===== config.mk =====
export PLATFORM = sky130hd
export DESIGN_NAME = cdb_arbiter
export DESIGN_NICKNAME = d
export VERILOG_FILES = /design/src/rtl/cdb_arbiter.sv
export SDC_FILE = /design/constraint.sdc
export NUM_CORES = 1
export LEC_CHECK = 0
export BUFFER_PORTS_ARGS = -buffer_cell sky130_fd_sc_hd__buf_2
export CORE_AREA = 2 2 162 132
export DETAILED_ROUTE_END_ITERATION = 12
export DIE_AREA = 0 0 164 134
export PLACE_DENSITY = 0.62
export SLEW_MARGIN = 20
export SYNTH_ARGS = -nofsm -noshare
export SYNTH_HDL_FRONTEND = slang
export SYNTH_SLANG_ARGS = --single-unit

===== constraint.sdc =====
create_clock -name clk -period 6 [get_ports clk]
set_clock_uncertainty 0.2 [all_clocks]
set_input_delay 0.6 -clock clk [delete_from_list [all_inputs] [get_ports clk]]
set_output_delay 0.6 -clock clk [all_outputs]
set_load 0.05 [all_outputs]

===== src/rtl/cdb_arbiter.sv =====
// Common data bus arbiter: three per-producer FIFOs, round-robin grant onto one registered bus.
// Optional direct FIFO bypass when all FIFOs are empty: define CDB_BYPASS_EN.
`ifndef ROB_IDX_WIDTH
`define ROB_IDX_WIDTH 4
`endif
`ifndef DATA_WIDTH
`define DATA_WIDTH 32
`endif

module cdb_arbiter #(
   parameter int BUF_DEPTH = 2,
   parameter int NUM_SRC   = 3
) (
   input  logic                      clk,
   input  logic                      rst_in,
   input  logic                      rdy_in,
   input  logic                      roll_back,
   input  logic                      alu_en,
   input  logic [`ROB_IDX_WIDTH-1:0] alu_rob_idx,
   input  logic [`DATA_WIDTH-1:0]    alu_val,
   input  logic                      ld_en,
   input  logic [`ROB_IDX_WIDTH-1:0] ld_rob_idx,
   input  logic [`DATA_WIDTH-1:0]    ld_val,
   input  logic                      st_en,
   input  logic [`ROB_IDX_WIDTH-1:0] st_rob_idx,
   output logic                      alu_full,
   output logic                      ld_full,
   output logic                      st_full,
   output logic                      cdb_en,
   output logic [`ROB_IDX_WIDTH-1:0] cdb_rob_idx,
   output logic [`DATA_WIDTH-1:0]    cdb_val
);

   localparam int IW = `ROB_IDX_WIDTH;
   localparam int DW = `DATA_WIDTH;
   localparam int PW = $clog2(BUF_DEPTH);
   localparam int CW = PW + 1;
   localparam logic [CW-1:0] FULL_CNT = CW'(BUF_DEPTH);

   logic [IW-1:0] idx_mem_q [NUM_SRC][BUF_DEPTH];
   logic [DW-1:0] val_mem_q [NUM_SRC][BUF_DEPTH];
   logic [PW-1:0] head_q    [NUM_SRC];
   logic [PW-1:0] tail_q    [NUM_SRC];
   logic [CW-1:0] cnt_q     [NUM_SRC];
   logic [CW-1:0] cnt_d     [NUM_SRC];
   logic [1:0]    rr_q, rr_d;
   logic          cdb_en_q, cdb_en_d;
   logic [IW-1:0] cdb_idx_q, cdb_idx_d;
   logic [DW-1:0] cdb_val_q, cdb_val_d;

   logic          src_en   [NUM_SRC];
   logic [IW-1:0] src_idx  [NUM_SRC];
   logic [DW-1:0] src_val  [NUM_SRC];
   logic          full     [NUM_SRC];
   logic          empty    [NUM_SRC];
   logic          push     [NUM_SRC];
   logic          pop      [NUM_SRC];
   logic          gnt_vld, byp_vld;
   logic [1:0]    gnt_src, byp_src;
   int unsigned   sel;

   function automatic logic [1:0] rr_next(input logic [1:0] s);
      return (s == 2'd2) ? 2'd0 : s + 2'd1;
   endfunction

   always_comb begin
      src_en[0]  = alu_en;
      src_en[1]  = ld_en;
      src_en[2]  = st_en;
      src_idx[0] = alu_rob_idx;
      src_idx[1] = ld_rob_idx;
      src_idx[2] = st_rob_idx;
      src_val[0] = alu_val;
      src_val[1] = ld_val;
      src_val[2] = '0;
      for (int unsigned s = 0; s < NUM_SRC; s++) begin
         full[s]  = (cnt_q[s] == FULL_CNT);
         empty[s] = (cnt_q[s] == '0);
         push[s]  = src_en[s] && !full[s];
         pop[s]   = 1'b0;
      end

      // Search begins at the round-robin pointer and wraps once around all sources.
      gnt_vld = 1'b0;
      gnt_src = '0;
      sel     = 0;
      for (int unsigned k = 0; k < NUM_SRC; k++) begin
         sel = (32'(rr_q) + k) % 32'(NUM_SRC);
         if (!gnt_vld && !empty[sel]) begin
            gnt_vld = 1'b1;
            gnt_src = 2'(sel);
         end
      end
      if (gnt_vld) pop[gnt_src] = 1'b1;

      byp_vld = 1'b0;
      byp_src = '0;
`ifdef CDB_BYPASS_EN
      if (empty[0] && empty[1] && empty[2] && ($countones({alu_en, ld_en, st_en}) == 1)) begin
         byp_vld       = 1'b1;
         byp_src       = alu_en ? 2'd0 : (ld_en ? 2'd1 : 2'd2);
         push[byp_src] = 1'b0;
      end
`endif

      for (int unsigned s = 0; s < NUM_SRC; s++)
         cnt_d[s] = cnt_q[s] + CW'(push[s]) - CW'(pop[s]);

      cdb_en_d  = 1'b0;
      cdb_idx_d = cdb_idx_q;
      cdb_val_d = cdb_val_q;
      rr_d      = rr_q;
      if (gnt_vld) begin
         cdb_en_d  = 1'b1;
         cdb_idx_d = idx_mem_q[gnt_src][head_q[gnt_src]];
         cdb_val_d = val_mem_q[gnt_src][head_q[gnt_src]];
         rr_d      = rr_next(gnt_src);
      end else if (byp_vld) begin
         cdb_en_d  = 1'b1;
         cdb_idx_d = src_idx[byp_src];
         cdb_val_d = src_val[byp_src];
         rr_d      = rr_next(byp_src);
      end
   end

   always_ff @(posedge clk) begin
      if (rst_in) begin
         for (int unsigned s = 0; s < NUM_SRC; s++) begin
            cnt_q[s]  <= '0;
            head_q[s] <= '0;
            tail_q[s] <= '0;
         end
         rr_q      <= '0;
         cdb_en_q  <= 1'b0;
         cdb_idx_q <= '0;
         cdb_val_q <= '0;
      end else if (rdy_in) begin
         if (roll_back) begin
            for (int unsigned s = 0; s < NUM_SRC; s++) begin
               cnt_q[s]  <= '0;
               head_q[s] <= '0;
               tail_q[s] <= '0;
            end
            rr_q     <= '0;
            cdb_en_q <= 1'b0;
         end else begin
            for (int unsigned s = 0; s < NUM_SRC; s++) begin
               cnt_q[s] <= cnt_d[s];
               if (push[s]) begin
                  idx_mem_q[s][tail_q[s]] <= src_idx[s];
                  val_mem_q[s][tail_q[s]] <= src_val[s];
                  tail_q[s]               <= tail_q[s] + 1'b1;
               end
               if (pop[s]) head_q[s] <= head_q[s] + 1'b1;
            end
            rr_q      <= rr_d;
            cdb_en_q  <= cdb_en_d;
            cdb_idx_q <= cdb_idx_d;
            cdb_val_q <= cdb_val_d;
         end
      end
   end

   assign alu_full    = full[0];
   assign ld_full     = full[1];
   assign st_full     = full[2];
   assign cdb_en      = cdb_en_q;
   assign cdb_rob_idx = cdb_idx_q;
   assign cdb_val     = cdb_val_q;

endmodule


==> metrics.md, run 1 <==
| Metric | Value |
|---|---|
| Largest net degree at the start of global routing | between 60 and 70 |
| Simple-Gate Fraction of Synth Area | 0.140 |
| Gr usage total | 0.163 |
| Area of the core | between 20000 and 25000 um2 |
| Initial antenna violation count | 4 |
| Synth unique cells | 39 |
| Post-Synth Adder-Cell Area | 0.0124 |
| CP Capture Type | flop |
| Global-route wire length before repair | about 28000 um |
| Largest family of logic cells by synthesized area | simple AND/OR/NAND/NOR gates |
| Compound-Gate Fraction of Synth Area | 0.0664 |
| Root Driver | clkbuf_16 |
| Prevailing post-synth register cell | edfxtp_1 |
| Worst Path Required | between 6 and 7 ns |
| Routed vias/inst | between 5 and 6 |
| WP data arrival | around 3.7 ns |
| Fill cells | about 1800 |
| Grt ovf | 0 |
| CP max FO | 33 |
| Non-Filler Instances | between 1000 and 1500 |
| Status | complete, no violations |
| RSZ-0062 raised after global routing | false |
| Max-slew violations | 0 |
| Leak | ~0.0036 uW |
| Clock transition at the registers of the reported paths | about 0.070 ns |
| Final instance area | 9560 um2 |
| Crit path launch type | flop |
| # clock sinks | about 200 |
| CTS resizes | 0 |
| Die Wd | roughly 160 um |
| FMAX | 277 MHz |
| Post-Syn Area per Cell | 13.2 um2 |
| DR WL met2 | 8390 um |
| Routability congestion estimate | ~0.83 |
| Post-layout nets | ~820 |
| XOR/XNOR share of the synthesized area | 0.00654 |
| Longest Clk Path Bufs | 3 |
| DIE AREA | ~22000 um2 |
| FP Rows | between 40 and 50 |
| Worst-margin pin slew | 1.04 ns |
| Hold path depth | 1 |
| Post-Route WL | ~18000 um |
| PwrDens | between 300 and 400 nW/um2 |
| Post-synth ARST share | 0 |
| MaxCap Viol Count | 0 |
| First-pass detailed-route iteration total | 5 |
| EDFF count, synth | 164 |
| Met3 routed WL | 1290 um |
| Top sig layer | met5 |
| Postcts setup bufs | 0 |
| Yosys reg bits | 203 |
| Reg2reg setup slack | roughly 2.4 ns |
| WL met1 | 7870 um |
| DP Wirelength | between 10000 and 15000 um |
| TNS Setup | 0 ns |
| Routed len/inst | roughly 18 um |
| Register area share after synthesis | 0.710 |
| Setup WS pre-CTS | 2.35 ns |
| Port bufs | about 120 |
| Detail Route Antenna Nets | 0 |
| R2R depth | 12 |
| Total number of vias | 5135 |
| Worst Hold Class | primary input to flop |
| Endpoints failing setup | 0 |
| Crit path kind | flop to flop |
| Placed instance count | roughly 970 |
| Min setup slack post-route | 2.39 ns |
| Hold_buf cts | 0 |
| CTS tree | yes |
| Final cycle utilization of the critical path | 0.601 |
| Ratio of cells with drive above 1 in the final layout | 0.237 |
| Post-synthesis net count | 700 |
| 1st-iter DRT viols | around 350 |
| DRC errors left | 0 |
| Slew HR | 0.306 |
| Die H | roughly 130 um |
| Total of warnings raised by yosys | 0 |
| Vias in the first global route | roughly 5200 |
| Mux share of post-synthesis cell area | 0.0352 |
| Initial Util | 0.394 |
| Final Hold Vio Count | 0 |
| Num CTS Buffers | 21 |
| # IOs | between 100 and 150 |
| Post-synthesis cell area | between 8000 and 9000 um2 |
| Peak VDD IR | between 200 and 250 uV |
| Synthesized instance count | 609 |
| Worst skew pair latency | about 0.5 ns |
| H-tree levels | 1 |
| Post-DP Area | between 8000 and 9000 um2 |
| Min cycle time layout | 3.61 ns |
| Area Growth Syn to Fin | 18.9% |
final cells by class:
| class | instances | area [um2] | share of cell area |
|---|---|---|---|
| sequential | 203 | 5710 | 0.597 |
| multi-input combinational | 362 | 2150 | 0.225 |
| timing repair buffer | 126 | 673 | 0.0704 |
| clock buffer | 28 | 582 | 0.0608 |
| tap | 269 | 337 | 0.0352 |
| clock inverter | 9 | 70.1 | 0.00733 |
| inverter | 10 | 37.5 | 0.00393 |
| antenna | 3 | 7.51 | 0.000785 |
power breakdown:
part | switching, uW | leakage (uW) | total (uW) | internal (uW)
Combinational | 392 | 0.00149 | 568 | 177
Clock | 520 | 0.000324 | 1240 | 722
Sequential | 32.7 | 0.00182 | 1610 | 1570
placed cells by master, fill, tap and decap left out, drive strengths merged, types with 4 or more instances in the layout:
master and count:
mux2i 21, nor2 31, o21ai 14, nand3 65, nand2 138, mux2 5
clkbuf 28, inv 11, clkinv 7, nor2b 8, ha 8, and2 4
buf 126, nand2b 7, dfxtp 39, edfxtp 164, a32o 32
per-stage QoR:
step | hold WS, ns | utilization | power [uW]
floorplan | 0.292 | - | 2060
global placement | 0.249 | 0.434 | 2190
detailed placement | 0.252 | 0.434 | 2210
CTS | 0.0688 | 0.466 | 3450
global route | 0.0728 | 0.468 | 3560
finish | 0.0838 | 0.469 | 3420
layer usage:
layer  vias to the layer above  track usage
met5                         -            0
met4                         2       0.0463
met3                        30       0.0399
met2                       176        0.261
met1                      2471        0.223
li1                       2456            -
registers in the layout (all words and copies together), names as in the netlist:
register,flops
tail_q,3
cdb_rob_idx,4
idx_mem_q,24
cdb_en,1
cdb_val,32
head_q,3
val_mem_q,128
cnt_q,6
rr_q,2
kinds of logic (layout without fill, tap and decap cells):
group	count (synthesis)	after routing
and+or+nand+nor	260	260
xor gates and xnor gates	6	6
muxes	26	26
other	0	3
adders and majority gates	8	8
DFF	203	203
buffers and inverters	44	173
AOI/OAI and AO/OA	62	62
worst max-delay path: stages, from the launching register on:
cell     delay [ns]
dfxtp_1        0.35
inv_1          0.05
ha_1           0.48
a21oi_1        0.08
o21ai_0        0.23
nand3_2        0.65
and2_1         0.48
ha_1           0.28
inv_1          0.06
ha_1           0.14
xor2_1         0.17
xnor2_1        0.13
nor2_1         0.05
synthesized netlist by cell type (4+ instances only):
library cell	instances	area share
o21ai_0	12	0.0075
nor2_1	30	0.014
and2_1	4	0.0031
nor2b_1	8	0.0062
clkbuf_1	14	0.0065
nand2b_1	7	0.0054
mux2_2	4	0.0056
edfxtp_1	164	0.61
nand2_1	138	0.064
dfxtp_1	39	0.097
a32o_1	32	0.040
ha_1	8	0.012
buf_6	8	0.011
inv_1	10	0.0047
buf_2	10	0.0062
mux2i_1	20	0.025
nand3_1	65	0.040
final timing paths:
kind               start          endpoint
max              rr_q[0]       cnt_q[0][1]
min          alu_val[28]  val_mem_q[0][60]
max reg2reg      rr_q[0]       cnt_q[0][1]
min reg2reg  cdb_val[10]       cdb_val[10]
No activity file was read; power rests on OpenSTA's default activity.
==> run 2, diff against run 1 <==
Settings changed: ABC_AREA set to 1, CORE_AREA 2 2 162 132 to 2 2 168 137, DIE_AREA 0 0 164 134 to 0 0 170 139, PLACE_DENSITY 0.62 to 0.61.
Clock period 6 ns to 3.5 ns, I/O delays scaled along.
==> metrics.md, run 2 <==
| Metric | Value |
|---|---|
| Status | complete, no violations |
| CTS resizes | 0 (unchanged) |
| Grt ovf | 0 (unchanged) |
| DR WL met2 | 10100 um (+21%) |
| Post-synthesis net count | 961 (+37%) |
| Post-DP Area | 9570 um2 (+8.1%) |
| Leak | 0.00471 uW (+30%) |
| Register area share after synthesis | 0.663 (-0.0471) |
| Met3 routed WL | 1110 um (-14%) |
| Endpoints failing setup | 0 (unchanged) |
| Root Driver | clkbuf_16 |
| Post-Route WL | 22100 um (+23%) |
| # clock sinks | 203 (unchanged) |
| Hold WS | 0.138 ns (+0.0542 ns) |
| Longest Clk Path Bufs | 3 (unchanged) |
| Routed len/inst | 16.3 um (-8.6%) |
| Commonest cells post-synth | 365 x nand2_1, 164 x edfxtp_1, 119 x nand3_1 |
| Synth unique cells | 28 (-28%) |
| ANT cells | 0 (-3) |
| TNS Setup | 0 ns (unchanged) |
| Post-synthesis cell area | 8610 um2 (+7.1%) |
| Area share of the largest cell type after synthesis | 0.572 (-0.0407) |
| Port bufs | 122 (unchanged) |
| Largest net degree at the start of global routing | 51 (-22%) |
| Worst-margin pin slew | 0.555 ns (-0.484 ns) |
| WP data arrival | 3.27 ns (-0.39 ns) |
| Fill cells | 2076 (+13%) |
| WL met1 | 10300 um (+31%) |
| FP Rows | 49 (+4.3%) |
| Min cycle time layout | 3.12 ns (-0.490 ns) |
| DIE AREA | 23600 um2 (+7.5%) |
| Routed vias/inst | 4.87 (-4.3%) |
| DP Wirelength | 13200 um (+17%) |
| Num CTS Buffers | 21 (unchanged) |
| Area of the core | 22100 um2 (+8.2%) |
| Dominant cell type by area after synthesis | edfxtp_1 |
| MaxCap Viol Count | 0 (unchanged) |
| Vias in the first global route | 6460 (+24%) |
| Peak VDD IR | 429 uV (+98%) |
| Worst Hold Class | primary input to flop |
| Gr usage total | 0.187 (+0.0238) |
| Postcts setup bufs | 0 (unchanged) |
| Total of warnings raised by yosys | 0 (unchanged) |
| Final Hold Vio Count | 0 (unchanged) |
| 1st-iter DRT viols | 468 (+34%) |
| EDFF count, synth | 164 (unchanged) |
| Post-layout nets | 1158 (+42%) |
| CTS tree | yes |
| Synth top area cells | edfxtp_1 57%, nand2_1 16%, dfxtp_1 9.1%, nand3_1 6.9%, a21oi_1 2.3% |
| Top-count cell post-synth | nand2_1 |
| Global-route wire length before repair | 34600 um (+24%) |
| Max-slew violations | 0 (unchanged) |
| Die Wd | 170 um (+3.7%) |
| Initial Util | 0.390 (-0.00382) |
| Final instance area | 11000 um2 (+15%) |
| FMAX | 321 MHz (+16%) |
| Post-synth ARST share | 0 (unchanged) |
| PwrDens | 819 nW/um2 (+130%) |
| DRC errors left | 0 (unchanged) |
| Clock transition at the registers of the reported paths | 0.07 ns (about the same) |
| RSZ-0062 raised after global routing | false |
| Worst Path Required | 3.65 ns (-2.40 ns) |
| Final cycle utilization of the critical path | 0.891 (+0.289) |
| Commonest non-fill, non-tap cell in the layout | nand2_1 |
| CP max FO | 11 (-67%) |
| Crit path kind | flop to flop |
| Area Growth Syn to Fin | 27.8% |
| Prevailing post-synth register cell | edfxtp_1 |
| # IOs | 123 (unchanged) |
| Worst skew pair latency | 0.50 ns (about the same) |
| Top sig layer | met4 |
| H-tree levels | 1 (unchanged) |
| Slew HR | 0.630 (+0.324) |
| CP Capture Type | flop |
| Routability congestion estimate | 0.824 (-0.17%) |
| Post-Syn Area per Cell | 9.90 um2 (-25%) |
| First-pass detailed-route iteration total | 5 (unchanged) |
| Hold_buf cts | 77 (+77) |
| Synthesized instance count | 870 (+43%) |
| Die H | 139 um (+3.7%) |
| Initial antenna violation count | 0 (-4) |
| Yosys reg bits | 203 (unchanged) |
| Total number of vias | 6623 (+29%) |
| Detail Route Antenna Nets | 0 (unchanged) |
| Crit path launch type | flop |
| Ratio of cells with drive above 1 in the final layout | 0.180 (-0.0567) |
| Max reg flops | 128 (unchanged) |
| Commonest cells after routing, fill and taps aside | 365 x nand2_1, 164 x edfxtp_1, 122 x buf_2 |
==> run 2: final cells by class <==
cell class,instances,area [um2],area share
Tap cell,280,350,0.0318
Clock buffer,27,568,0.0516
Sequential cell,203,5710,0.518
Timing Repair Buffer,221,1580,0.144
Inverter,41,154,0.0140
Multi-Input combinational cell,579,2550,0.232
Clock inverter,10,95.1,0.00864
==> run 2: cell families after synthesis <==
group | share of synthesized area
DFF | 0.663
and+or+nand+nor | 0.252
xor gates and xnor gates | 0.00305
adders and majority gates | 0.0116
AOI/OAI and AO/OA | 0.0256
buffers and inverters | 0.0453
==> run 2: path summary, 6_finish.rpt <==
kind	startpoint	end	slack, ns	depth (start not counted)
worst max-delay path	rr_q[0]	cnt_q[0][1]	0.38	15
worst min-delay path	rst_in	rr_q[1]	0.14	5
worst max register to register	rr_q[0]	cnt_q[0][1]	0.38	15
worst min register to register	cdb_val[10]	cdb_val[10]	0.26	2
==> run 2: per-stage QoR <==
stage	setup slack, ns	power, uW	std cells	util
6_report	0.382	9020	1361	0.499
5_1_grt	0.0502	9660	1361	0.499
4_1_cts	0.403	9070	1361	0.499
3_5_place_dp	0.439	6840	1247	0.434
3_3_place_gp	0.535	6800	1247	0.434
2_1_floorplan	0.108	5910	870	-
==> run 2: critical path: stages (launching register included) <==
cell and delay (ns):
dfxtp_1 0.35, inv_1 0.06, ha_1 0.33, inv_1 0.10, nand2_1 0.11, nand3_1 0.07
nand2_1 0.07, clkinv_1 0.10, nand4_1 0.09, nand2_1 0.24, nor3_1 0.41, ha_1 0.18
inv_1 0.04, ha_1 0.19, or2_2 0.30, a21oi_1 0.12
==> run 2: power by group <==
group	internal, uW	total [uW]	switching (uW)
Sequential	2790	2900	110
Combinational	1180	3950	2780
Clock	1230	2160	927
Total	5210	9020	3810
==> run 2: metal layers <==
layer | up-vias | track usage
li1 | 3293 | -
met1 | 3089 | 0.259
met2 | 201 | 0.309
met3 | 40 | 0.0248
met4 | 0 | 0.0544
met5 | - | 0
